`src/rtl/mem_access_unit_if.sv`:
```
// mem_access_unit_if: data-memory bus between the load/store sequencer and memory.
//   master (sequencer): drives bus_req, bus_we, bus_addr, bus_be, bus_wdata;
//                       samples bus_ready, bus_rdata.
//   slave  (memory)   : the reverse directions.
// bus_req stays high until the cycle in which bus_ready=1 completes the access.
// bus_rdata is only meaningful in that same cycle.
interface mem_access_unit_if;
    logic        bus_req;
    logic        bus_we;
    logic [31:0] bus_addr;
    logic [3:0]  bus_be;
    logic [31:0] bus_wdata;
    logic        bus_ready;
    logic [31:0] bus_rdata;

    modport master (
        output bus_req, bus_we, bus_addr, bus_be, bus_wdata,
        input  bus_ready, bus_rdata
    );

    modport slave (
        input  bus_req, bus_we, bus_addr, bus_be, bus_wdata,
        output bus_ready, bus_rdata
    );
endinterface

```
`src/rtl/mem_access_unit.sv`:
```
// mem_access_unit: sequences one data-memory access per load/store for the
// multicycle control FSM.
//   It aligns the store data, generates the byte enables, runs the req/ready
//   handshake and extends the load data.
// Ports:
//   clk, rst          rising-edge clock; synchronous active-low reset
//   mem_start         one-cycle access request, sampled only in IDLE
//   MemWrite, MemOp   store/load select and funct3 width/sign encoding
//   Addr, WriteData   byte address and store source
//   bus               memory bus (master side)
//   ReadData          extended load result; holds until the next completed load
//   mem_done          one-cycle completion pulse, also raised on an error
//   mem_busy          high in every state except IDLE
//   misalign_err      sticky flag for misaligned or illegal ops; cleared by the next accepted start
//   timeout_err       sticky flag for an expired bus wait; cleared by the next accepted start
module mem_access_unit #(
    parameter int TIMEOUT = 16              // legal range 2..31
) (
    input  logic                     clk,
    input  logic                     rst,
    input  logic                     mem_start,
    input  logic                     MemWrite,
    input  logic [2:0]               MemOp,
    input  logic [31:0]              Addr,
    input  logic [31:0]              WriteData,
    mem_access_unit_if.master        bus,
    output logic [31:0]              ReadData,
    output logic                     mem_done,
    output logic                     mem_busy,
    output logic                     misalign_err,
    output logic                     timeout_err
);
    typedef enum logic [1:0] {IDLE, REQ, DONE, ERR} state_t;

    state_t      state, state_nxt;
    logic [2:0]  op_q;
    logic [1:0]  off_q;
    logic [4:0]  wait_cnt;

    logic        bad_op;
    logic [3:0]  be_new;
    logic [31:0] wdata_new;
    logic [31:0] rd_shift;
    logic [31:0] load_ext;
    logic        timeout_hit;

    always_comb begin
        // Reject illegal ops along with misaligned ones. The reserved funct3 codes
        // are 011, 110 and 111. A store has no unsigned form (100, 101).
        bad_op = (MemOp == 3'b011) || (MemOp[2:1] == 2'b11) || (MemWrite && MemOp[2])
              || (MemOp[1:0] == 2'b01 && Addr[0])
              || (MemOp[1:0] == 2'b10 && Addr[1:0] != 2'b00);

        be_new    = 4'b1111;
        wdata_new = 32'h0;
        case (MemOp[1:0])
            2'b00: begin
                be_new = 4'b0001 << Addr[1:0];
                if (MemWrite) wdata_new = {4{WriteData[7:0]}};
            end
            2'b01: begin
                be_new = Addr[1] ? 4'b1100 : 4'b0011;
                if (MemWrite) wdata_new = {2{WriteData[15:0]}};
            end
            default: begin
                be_new = 4'b1111;
                if (MemWrite) wdata_new = WriteData;
            end
        endcase

        // Move the addressed lane down to bit 0 before extending it.
        rd_shift = bus.bus_rdata >> {off_q, 3'b000};
        case (op_q)
            3'b000:  load_ext = {{24{rd_shift[7]}},  rd_shift[7:0]};
            3'b001:  load_ext = {{16{rd_shift[15]}}, rd_shift[15:0]};
            3'b100:  load_ext = {24'h0, rd_shift[7:0]};
            3'b101:  load_ext = {16'h0, rd_shift[15:0]};
            default: load_ext = rd_shift;
        endcase

        timeout_hit = (wait_cnt == 5'(TIMEOUT - 1));

        state_nxt = state;
        case (state)
            IDLE: if (mem_start) state_nxt = bad_op ? ERR : REQ;
            REQ: begin
                if (bus.bus_ready)    state_nxt = DONE;
                else if (timeout_hit) state_nxt = ERR;
            end
            default: state_nxt = IDLE;   // DONE and ERR last exactly one cycle
        endcase
    end

    always_ff @(posedge clk) begin
        if (!rst) begin
            state         <= IDLE;
            op_q          <= 3'b000;
            off_q         <= 2'b00;
            wait_cnt      <= 5'd0;
            bus.bus_req   <= 1'b0;
            bus.bus_we    <= 1'b0;
            bus.bus_addr  <= 32'h0;
            bus.bus_be    <= 4'h0;
            bus.bus_wdata <= 32'h0;
            ReadData      <= 32'h0;
            mem_done      <= 1'b0;
            mem_busy      <= 1'b0;
            misalign_err  <= 1'b0;
            timeout_err   <= 1'b0;
        end else begin
            state    <= state_nxt;
            mem_done <= (state_nxt == DONE) || (state_nxt == ERR);
            mem_busy <= (state_nxt != IDLE);
            case (state)
                IDLE: if (mem_start) begin
                    misalign_err <= bad_op;
                    timeout_err  <= 1'b0;
                    op_q         <= MemOp;
                    off_q        <= Addr[1:0];
                    wait_cnt     <= 5'd0;
                    // A rejected access never reaches the bus.
                    if (!bad_op) begin
                        bus.bus_req   <= 1'b1;
                        bus.bus_we    <= MemWrite;
                        bus.bus_addr  <= {Addr[31:2], 2'b00};
                        bus.bus_be    <= be_new;
                        bus.bus_wdata <= wdata_new;
                    end
                end
                REQ: begin
                    if (bus.bus_ready || timeout_hit) begin
                        bus.bus_req   <= 1'b0;
                        bus.bus_we    <= 1'b0;
                        bus.bus_addr  <= 32'h0;
                        bus.bus_be    <= 4'h0;
                        bus.bus_wdata <= 32'h0;
                    end
                    if (bus.bus_ready) begin
                        if (!bus.bus_we) ReadData <= load_ext;
                    end else if (timeout_hit) begin
                        timeout_err <= 1'b1;
                    end else begin
                        wait_cnt <= wait_cnt + 5'd1;
                    end
                end
                default: ;
            endcase
        end
    end
endmodule

```
`src/flat_wrapper.sv`:
```
// flat-port wrapper written by rule: the top's interface ports become plain ports
module mem_access_unit_flat 
#(
    parameter int TIMEOUT = 16                                  
)
  (clk, rst, mem_start, MemWrite, MemOp, Addr, WriteData, ReadData, mem_done, mem_busy, misalign_err, timeout_err, bus_bus_req, bus_bus_we, bus_bus_addr, bus_bus_be, bus_bus_wdata, bus_bus_ready, bus_bus_rdata);
  mem_access_unit_if bus_i ();
  input  logic clk;
  input  logic rst;
  input  logic mem_start;
  input  logic MemWrite;
  input  logic [2:0] MemOp;
  input  logic [31:0] Addr;
  input  logic [31:0] WriteData;
  output logic [31:0] ReadData;
  output logic mem_done;
  output logic mem_busy;
  output logic misalign_err;
  output logic timeout_err;
  output wire logic [$bits(bus_i.bus_req)-1:0] bus_bus_req;
  output wire logic [$bits(bus_i.bus_we)-1:0] bus_bus_we;
  output wire logic [$bits(bus_i.bus_addr)-1:0] bus_bus_addr;
  output wire logic [$bits(bus_i.bus_be)-1:0] bus_bus_be;
  output wire logic [$bits(bus_i.bus_wdata)-1:0] bus_bus_wdata;
  input wire logic [$bits(bus_i.bus_ready)-1:0] bus_bus_ready;
  input wire logic [$bits(bus_i.bus_rdata)-1:0] bus_bus_rdata;
  assign bus_bus_req = bus_i.bus_req;
  assign bus_bus_we = bus_i.bus_we;
  assign bus_bus_addr = bus_i.bus_addr;
  assign bus_bus_be = bus_i.bus_be;
  assign bus_bus_wdata = bus_i.bus_wdata;
  assign bus_i.bus_ready = bus_bus_ready;
  assign bus_i.bus_rdata = bus_bus_rdata;
  mem_access_unit #(.TIMEOUT(TIMEOUT)) u_core (.clk(clk), .rst(rst), .mem_start(mem_start), .MemWrite(MemWrite), .MemOp(MemOp), .Addr(Addr), .WriteData(WriteData), .bus(bus_i), .ReadData(ReadData), .mem_done(mem_done), .mem_busy(mem_busy), .misalign_err(misalign_err), .timeout_err(timeout_err));
endmodule
```
`config.mk`:
```
export PLATFORM = sky130hd
export DESIGN_NAME = mem_access_unit_flat
export DESIGN_NICKNAME = d
export VERILOG_FILES = /design/src/rtl/mem_access_unit_if.sv /design/src/rtl/mem_access_unit.sv /design/src/flat_wrapper.sv
export SDC_FILE = /design/constraint.sdc
export NUM_CORES = 1
export LEC_CHECK = 0
export BUFFER_PORTS_ARGS = -buffer_cell sky130_fd_sc_hd__buf_2
export CAP_MARGIN = 20
export CORE_ASPECT_RATIO = 2
export CORE_MARGIN = 2
export CORE_UTILIZATION = 47
export CTS_CLUSTER_SIZE = 24
export DETAILED_ROUTE_END_ITERATION = 10
export GPL_ROUTABILITY_DRIVEN = 0
export MAX_ROUTING_LAYER = met4
export PLACE_DENSITY = 0.79
export SKIP_CTS_REPAIR_TIMING = 1
export SLEW_MARGIN = 20
export SYNTH_ARGS = -nofsm -noshare
export SYNTH_HDL_FRONTEND = slang
export SYNTH_SLANG_ARGS = --single-unit
```
`constraint.sdc`:
```
create_clock -name clk -period 2.5 [get_ports clk]
set_clock_uncertainty 0.1 [all_clocks]
set_input_delay 0.25 -clock clk [delete_from_list [all_inputs] [get_ports clk]]
set_output_delay 0.25 -clock clk [all_outputs]
set_load 0.005 [all_outputs]
```
==> results of run 1 <==
metal layers:
layer	global-route usage (%)	vias up
met5	-	-
met4	12.9	0
met3	5.14	56
met2	43.3	208
met1	27.5	2261
li1	-	2236
sequential cells by signal (all words and copies together) (netlist names):
| register | flops |
|---|---|
| u_core.bus.bus_req | 1 |
| u_core.bus.bus_addr | 30 |
| u_core.mem_busy | 1 |
| u_core.op_q | 3 |
| u_core.ReadData | 32 |
| u_core.wait_cnt | 5 |
| u_core.off_q | 2 |
| u_core.bus.bus_wdata | 32 |
| u_core.bus.bus_be | 4 |
| u_core.bus.bus_we | 1 |
| u_core.state | 2 |
| u_core.timeout_err | 1 |
| u_core.misalign_err | 1 |
| u_core.mem_done | 1 |
power groups by stage:
stage / registers [mW] / logic (mW) / clock network [mW]
after floorplan: 2.02 / 0.329 / 0
after global placement: 2.02 / 0.570 / 0
after detailed placement: 2.03 / 0.587 / 0
after CTS: 1.99 / 0.589 / 2.48
after global routing: 2.00 / 0.689 / 2.59
final: 1.99 / 0.634 / 2.46
area by class of cell:
cell class	count	area share, %
flip-flops and latches	116	33.8
multi-input cells	323	33.6
repair buffers	249	21.1
clock buffers	19	6.45
well taps	135	2.46
clock inverters	13	2.30
inverters	5	0.273
worst min path at each step:
| stage | startpoint | end | slack (ns) | cells after the start |
|---|---|---|---|---|
| CTS | Addr[18] | u_core.bus.bus_addr[18] | -0.06 | 2 |
| finish | WriteData[2] | u_core.bus.bus_wdata[2] | 0.007 | 2 |
| global route | WriteData[0] | u_core.bus.bus_wdata[0] | 0.004 | 2 |
| floorplan | Addr[22] | u_core.bus.bus_addr[22] | 0.28 | 1 |
| global placement | u_core.bus.bus_req | u_core.bus.bus_req | 0.33 | 1 |
| detailed placement | u_core.bus.bus_wdata[21] | u_core.bus.bus_wdata[21] | 0.34 | 1 |
worst max-delay path, stage by stage (launching register included):
cell and delay, ns:
dfxtp_1 0.37, ha_1 0.18, and3_1 0.16, ha_1 0.22, nor3b_1 0.07, o41a_2 0.47
buf_12 0.22, a22o_1 0.29
logic make-up after synthesis:
kind of cell | count (synthesis) | synth area share (%)
AOI/OAI and AO/OA | 186 | 27.2
DFF | 116 | 48.2
xor gates and xnor gates | 3 | 0.546
other | 1 | 0.0779
and+or+nand+nor | 77 | 7.80
adders and majority gates | 2 | 0.520
buffers and inverters | 46 | 4.11
muxes | 53 | 11.5
per-stage QoR:
stage	cells	power, mW	instance area, sq um	hold slack (ns)
after CTS	830	5.06	6570	-0.0580
final	860	5.08	6870	0.00676
after detailed placement	798	2.61	5960	0.341
after global placement	798	2.59	5960	0.331
after global routing	860	5.27	6870	0.00430
after floorplan	485	2.35	4820	0.275
layout by cell type, fill, tap and decap left out, types with 10 or more instances in the layout:
cell type      instances
buf_2                207
dfxtp_1              116
a22o_1                50
mux2i_1               44
a21oi_1               43
nand2_1               38
o21ai_0               34
dlygate4sd3_1         30
o2bb2ai_1             23
clkbuf_16             17
a21boi_0              12
nor2b_1               11
nor2_1                10
buf_4                 10
==> impl_metrics.json, run 1 <==
{
  "dr.pass1.iters": 4,
  "hold_path_class": "input pin to flip-flop",
  "m1WireLength_um": 5410,
  "antenna_found_initial": 0,
  "die_x_um": 75.6,
  "clk_latency_ns": 0.40,
  "seqPwrFrac_pct": 39.2,
  "drt-initial-drc-count": 264,
  "ant_nets": 0,
  "dp_slack_ns": 0.319,
  "cts_tree": "yes",
  "boundaryPins": 210,
  "p_sw_mw": 1.26,
  "start_util_pct": 48.0,
  "wirelength_um": 14800,
  "clkSinkCount": 116,
  "syn_inst": 484,
  "n_antenna_cell": 0,
  "reg2reg_depth": 7,
  "drive_gt1_share_pct": 36.6,
  "wl_met2_um": 8070,
  "synthFlopType": "dfxtp_1",
  "wl_per_cell_um": 17.2,
  "r2r-start": "u_core.wait_cnt[0]",
  "coreArea_sq_um": 10000,
  "clockRootBuffer": "clkbuf_16",
  "clockPowerShare_pct": 48.3,
  "clock.fmax_mhz": 451,
  "cp.arrival_ns": 2.40,
  "vdd_drop_max_mv": 0.514,
  "nets": 818,
  "yosys.area.top_type": "dfxtp_1",
  "synth_top_cell_area_share_pct": 48.2,
  "dp_hpwl_um": 10100,
  "period_minus_slack_ns": 2.22,
  "cts_max_level": 4,
  "cp-end-kind": "flip-flop",
  "critPathMaxFanout": 67,
  "grt_max_degree": 68,
  "grt_overflow": 0,
  "avgSynthCellArea_sq_um": 9.94,
  "rrSetupSlack_ns": 0.28,
  "yosysSeqAreaShare_pct": 48.2,
  "cts_buffers": 17,
  "setup_ws_ns": 0.285,
  "synth_edf_count": 0,
  "path_class": "flip-flop to flip-flop",
  "slew_headroom_pct": 54.6,
  "status": "complete, no violations",
  "syn_to_final_growth_pct": 42.6,
  "timing.max_cap.violations": 0,
  "final_util_pct": 68.5,
  "power.density_nw_per_um2": 740,
  "multiInputGateArea_sq_um": 2300,
  "fillers": 801,
  "syn_area_sq_um": 4810,
  "yosysMostFrequentCell": "dfxtp_1",
  "yosysWarnings": 0,
  "timing.final.crit_share_pct": 88.6,
  "crit_required_ns": 2.69,
  "synth_seq_cells": 116,
  "wl_met3_um": 748,
  "clk_pin_slew_ns": 0.06,
  "yosys-top-cells-area": "dfxtp_1 (48%), mux2i_1 (9.1%), a22o_1 (9.1%)",
  "seqCellArea_sq_um": 2320,
  "crit_start": "u_core.wait_cnt[0]",
  "tns_ns": 0,
  "finalHoldViolCount": 0,
  "synthTopCellsByCount": "dfxtp_1 (116), a22o_1 (50), mux2i_1 (44)",
  "swShare_pct": 24.8,
  "async_reset_ff_share_pct": 0,
  "crit_end": "u_core.bus.bus_addr[26]",
  "grt_pass1_vias": 4527,
  "fp.dieH_um": 147,
  "leakagePower_nw": 3.24,
  "drc": 0,
  "ys_types": 41,
  "grt_use_total_pct": 25.7,
  "p_int_mw": 3.82,
  "dr.max_layer_used": "met4",
  "comb_power_share_pct": 12.5,
  "die_area_sq_um": 11100,
  "io_buffers": 207,
  "rsz0062_at_grt": "false",
  "grt_first_pass_wirelength_um": 21600,
  "tightest_slew_ns": 0.681,
  "via_per_inst": 5.54,
  "r2r-end": "u_core.bus.bus_addr[26]",
  "crit_path_start_kind": "flip-flop",
  "vias": 4761,
  "drv_slew": 0,
  "setup_viol": 0,
  "cts.path.max_buffers": 2,
  "row_count": 52
}
Note: power is estimated with default switching activity, not from simulation.
==> run 2: changes to the inputs <==
ABC_AREA = 1   (was default)
CORE_UTILIZATION = 50   (was 47)
PLACE_DENSITY = 0.8   (was 0.79)
==> run 2 against run 1 <==
Compared with the run above:
- critical path type unchanged
- largest power group unchanged
- via count rose by 38%
- sequential power rose by 3%
- clock-buffer cell count fell by 2
- die area rose by 13%
- critical path depth rose by 3
- area after synthesis rose by 21%
- first-iteration DRC count rose by 89%
- register-to-register slack improved by 0.07 ns
- cell count rose by 45%
- utilization fell by 2.1 points
==> impl_metrics.json, run 2 <==
{
  "status": "complete, no violations",
  "path_common_cell": "nand2_1",
  "slew_headroom_pct": 50.8,
  "tns_ns": 0,
  "yosysWarnings": 0,
  "critical_path_buf_inv_count": 1,
  "setup_ws_ns": 0.357,
  "io_buffers": 207,
  "dr.pass1.iters": 8,
  "finalHoldViolCount": 0,
  "hold_ws_ns": 0.0353,
  "cts_max_level": 4,
  "yosys-top-cells-area": "dfxtp_1 (40%), nand2_1 (19%), a21oi_1 (8.3%)",
  "fp.dieH_um": 157,
  "vias": 6579,
  "tightest_slew_ns": 0.735,
  "cts.path.max_buffers": 2,
  "avgSynthCellArea_sq_um": 6.46,
  "synth.mux.area_fraction_pct": 0,
  "antenna_found_initial": 0,
  "coreArea_sq_um": 11400,
  "crit_start": "u_core.wait_cnt[1]",
  "synth_edf_count": 0,
  "cp.arrival_ns": 2.38,
  "seqCellArea_sq_um": 2320,
  "syn_area_sq_um": 5820,
  "yosysMostFrequentCell": "nand2_1",
  "syn_inst": 902,
  "r2r-start": "u_core.wait_cnt[1]",
  "grt_first_pass_wirelength_um": 28600,
  "vdd_drop_max_mv": 0.545,
  "setup_viol": 0,
  "rsz0062_at_grt": "false",
  "nets": 1194,
  "synth_xor_area_share_pct": 0,
  "n_antenna_cell": 0,
  "synth_top_family_by_area": "simple AND/OR/NAND/NOR gates",
  "die_area_sq_um": 12600,
  "row_count": 55,
  "slowest_delay_ns": 0.57,
  "ant_nets": 0,
  "leakagePower_nw": 3.83,
  "syn_to_final_growth_pct": 29.4,
  "total_power_mw": 5.53,
  "die_x_um": 80.3,
  "yosys.area.top_type": "dfxtp_1",
  "multiInputGateArea_sq_um": 3010,
  "boundaryPins": 210,
  "mostFrequentLayoutCells": "nand2_1 (297), buf_2 (207), dfxtp_1 (116)",
  "synth_top_cell_area_share_pct": 39.9,
  "drc": 0,
  "power.density_nw_per_um2": 734,
  "timing.final.crit_share_pct": 85.7,
  "hold_path_class": "input pin to flip-flop",
  "hp-start": "MemOp[2]",
  "drv_slew": 0,
  "ys_types": 24,
  "async_reset_ff_share_pct": 0,
  "cts_buffers": 17,
  "clkSinkCount": 116,
  "synth_compound_area_share_pct": 15.6,
  "yosysSeqAreaShare_pct": 39.9,
  "grt_use_total_pct": 30.1,
  "wl_per_cell_um": 14.8,
  "clockRootBuffer": "clkbuf_16",
  "path_class": "flip-flop to flip-flop",
  "grt_overflow": 0,
  "layout_commonest_cell": "nand2_1",
  "synthFlopType": "dfxtp_1",
  "dp_slack_ns": 0.369,
  "via_per_inst": 5.29,
  "cts_tree": "yes",
  "crit_required_ns": 2.74,
  "grt_pass1_vias": 6153,
  "crit_path_start_kind": "flip-flop",
  "clock.fmax_mhz": 467,
  "wirelength_um": 18400,
  "yosys.area_share.simple_pct": 35.2,
  "synth_seq_cells": 116,
  "dp_hpwl_um": 13800,
  "yosys.area_share.adder_pct": 0.430,
  "cp_cell_sequence": "ha_1, nand2_1, nor2_1, ha_1, inv_1, nand3_1, nand2_1, nor2_1, nand2_1, a21oi_1",
  "cp-end-kind": "flip-flop",
  "period_minus_slack_ns": 2.14,
  "crit_slowest_cell": "nor2_1",
  "timing.max_cap.violations": 0,
  "grt_max_degree": 57,
  "critPathMaxFanout": 12,
  "synthTopCellsByCount": "nand2_1 (299), dfxtp_1 (116), nor2_1 (107)",
  "place_inst": 1211,
  "fillers": 1082,
  "cpLargestDelayFamily": "simple AND/OR/NAND/NOR gates",
  "largestRegisters": "u_core.ReadData x32, u_core.bus.bus_wdata x32, u_core.bus.bus_addr x30",
  "fin_cells": 1243,
  "start_util_pct": 51.3,
  "drive_gt1_share_pct": 25.3,
  "clk_pin_slew_ns": 0.06,
  "drt-initial-drc-count": 500,
  "clk_latency_ns": 0.41
}
## run 2: metrics by stage
stage	utilization [%]	cell area, sq um
CTS	66.4	7540
detailed placement	61.2	6950
finish	66.4	7540
global placement	61.2	6950
global route	66.4	7540
floorplan	-	5830
## run 2: power breakdown
| part | internal, mW | switching, mW |
|---|---|---|
| registers | 1.98 | 0.0737 |
| clock network | 1.41 | 0.965 |
| logic | 0.417 | 0.683 |
## run 2: worst min-delay path, cell delays in order
cell     delay [ns]
buf_2          0.11
o21ai_0        0.08
nor2_1         0.07
## run 2: cells by family (layout without fill, tap and decap cells)
kind of cell	Yosys count	after routing
other cells	1	2
fa+ha+maj	2	2
compound gates	174	174
buf+inv	116	314
flops	116	116
simple gates	493	493
## run 2: cell type report
class | instances | area share [%]
Sequential cell | 116 | 30.8
Timing Repair Buffer | 231 | 16.6
Clock buffer | 17 | 5.65
Tap cell | 142 | 2.36
Multi-Input combinational cell | 671 | 39.9
Clock inverter | 15 | 2.09
Inverter | 51 | 2.54
## run 2: worst paths after layout
check                                                end  slack [ns]  cells after the start
worst max-delay path            u_core.bus.bus_wdata[24]        0.36                     10
worst min-delay path                      u_core.op_q[2]        0.04                      3
worst max register to register  u_core.bus.bus_wdata[24]        0.36                     10
worst min register to register    u_core.bus.bus_addr[4]        0.35                      2
## run 2: routing by layer
metal | GRT usage (%) | routed length (um) | vias to the layer above
met3 | 4.44 | 927 | 71
met1 | 29.8 | 6470 | 2983
met2 | 53.7 | 9930 | 258
met5 | - | 0 | -
met4 | 18.5 | 1100 | 0
li1 | - | - | 3267
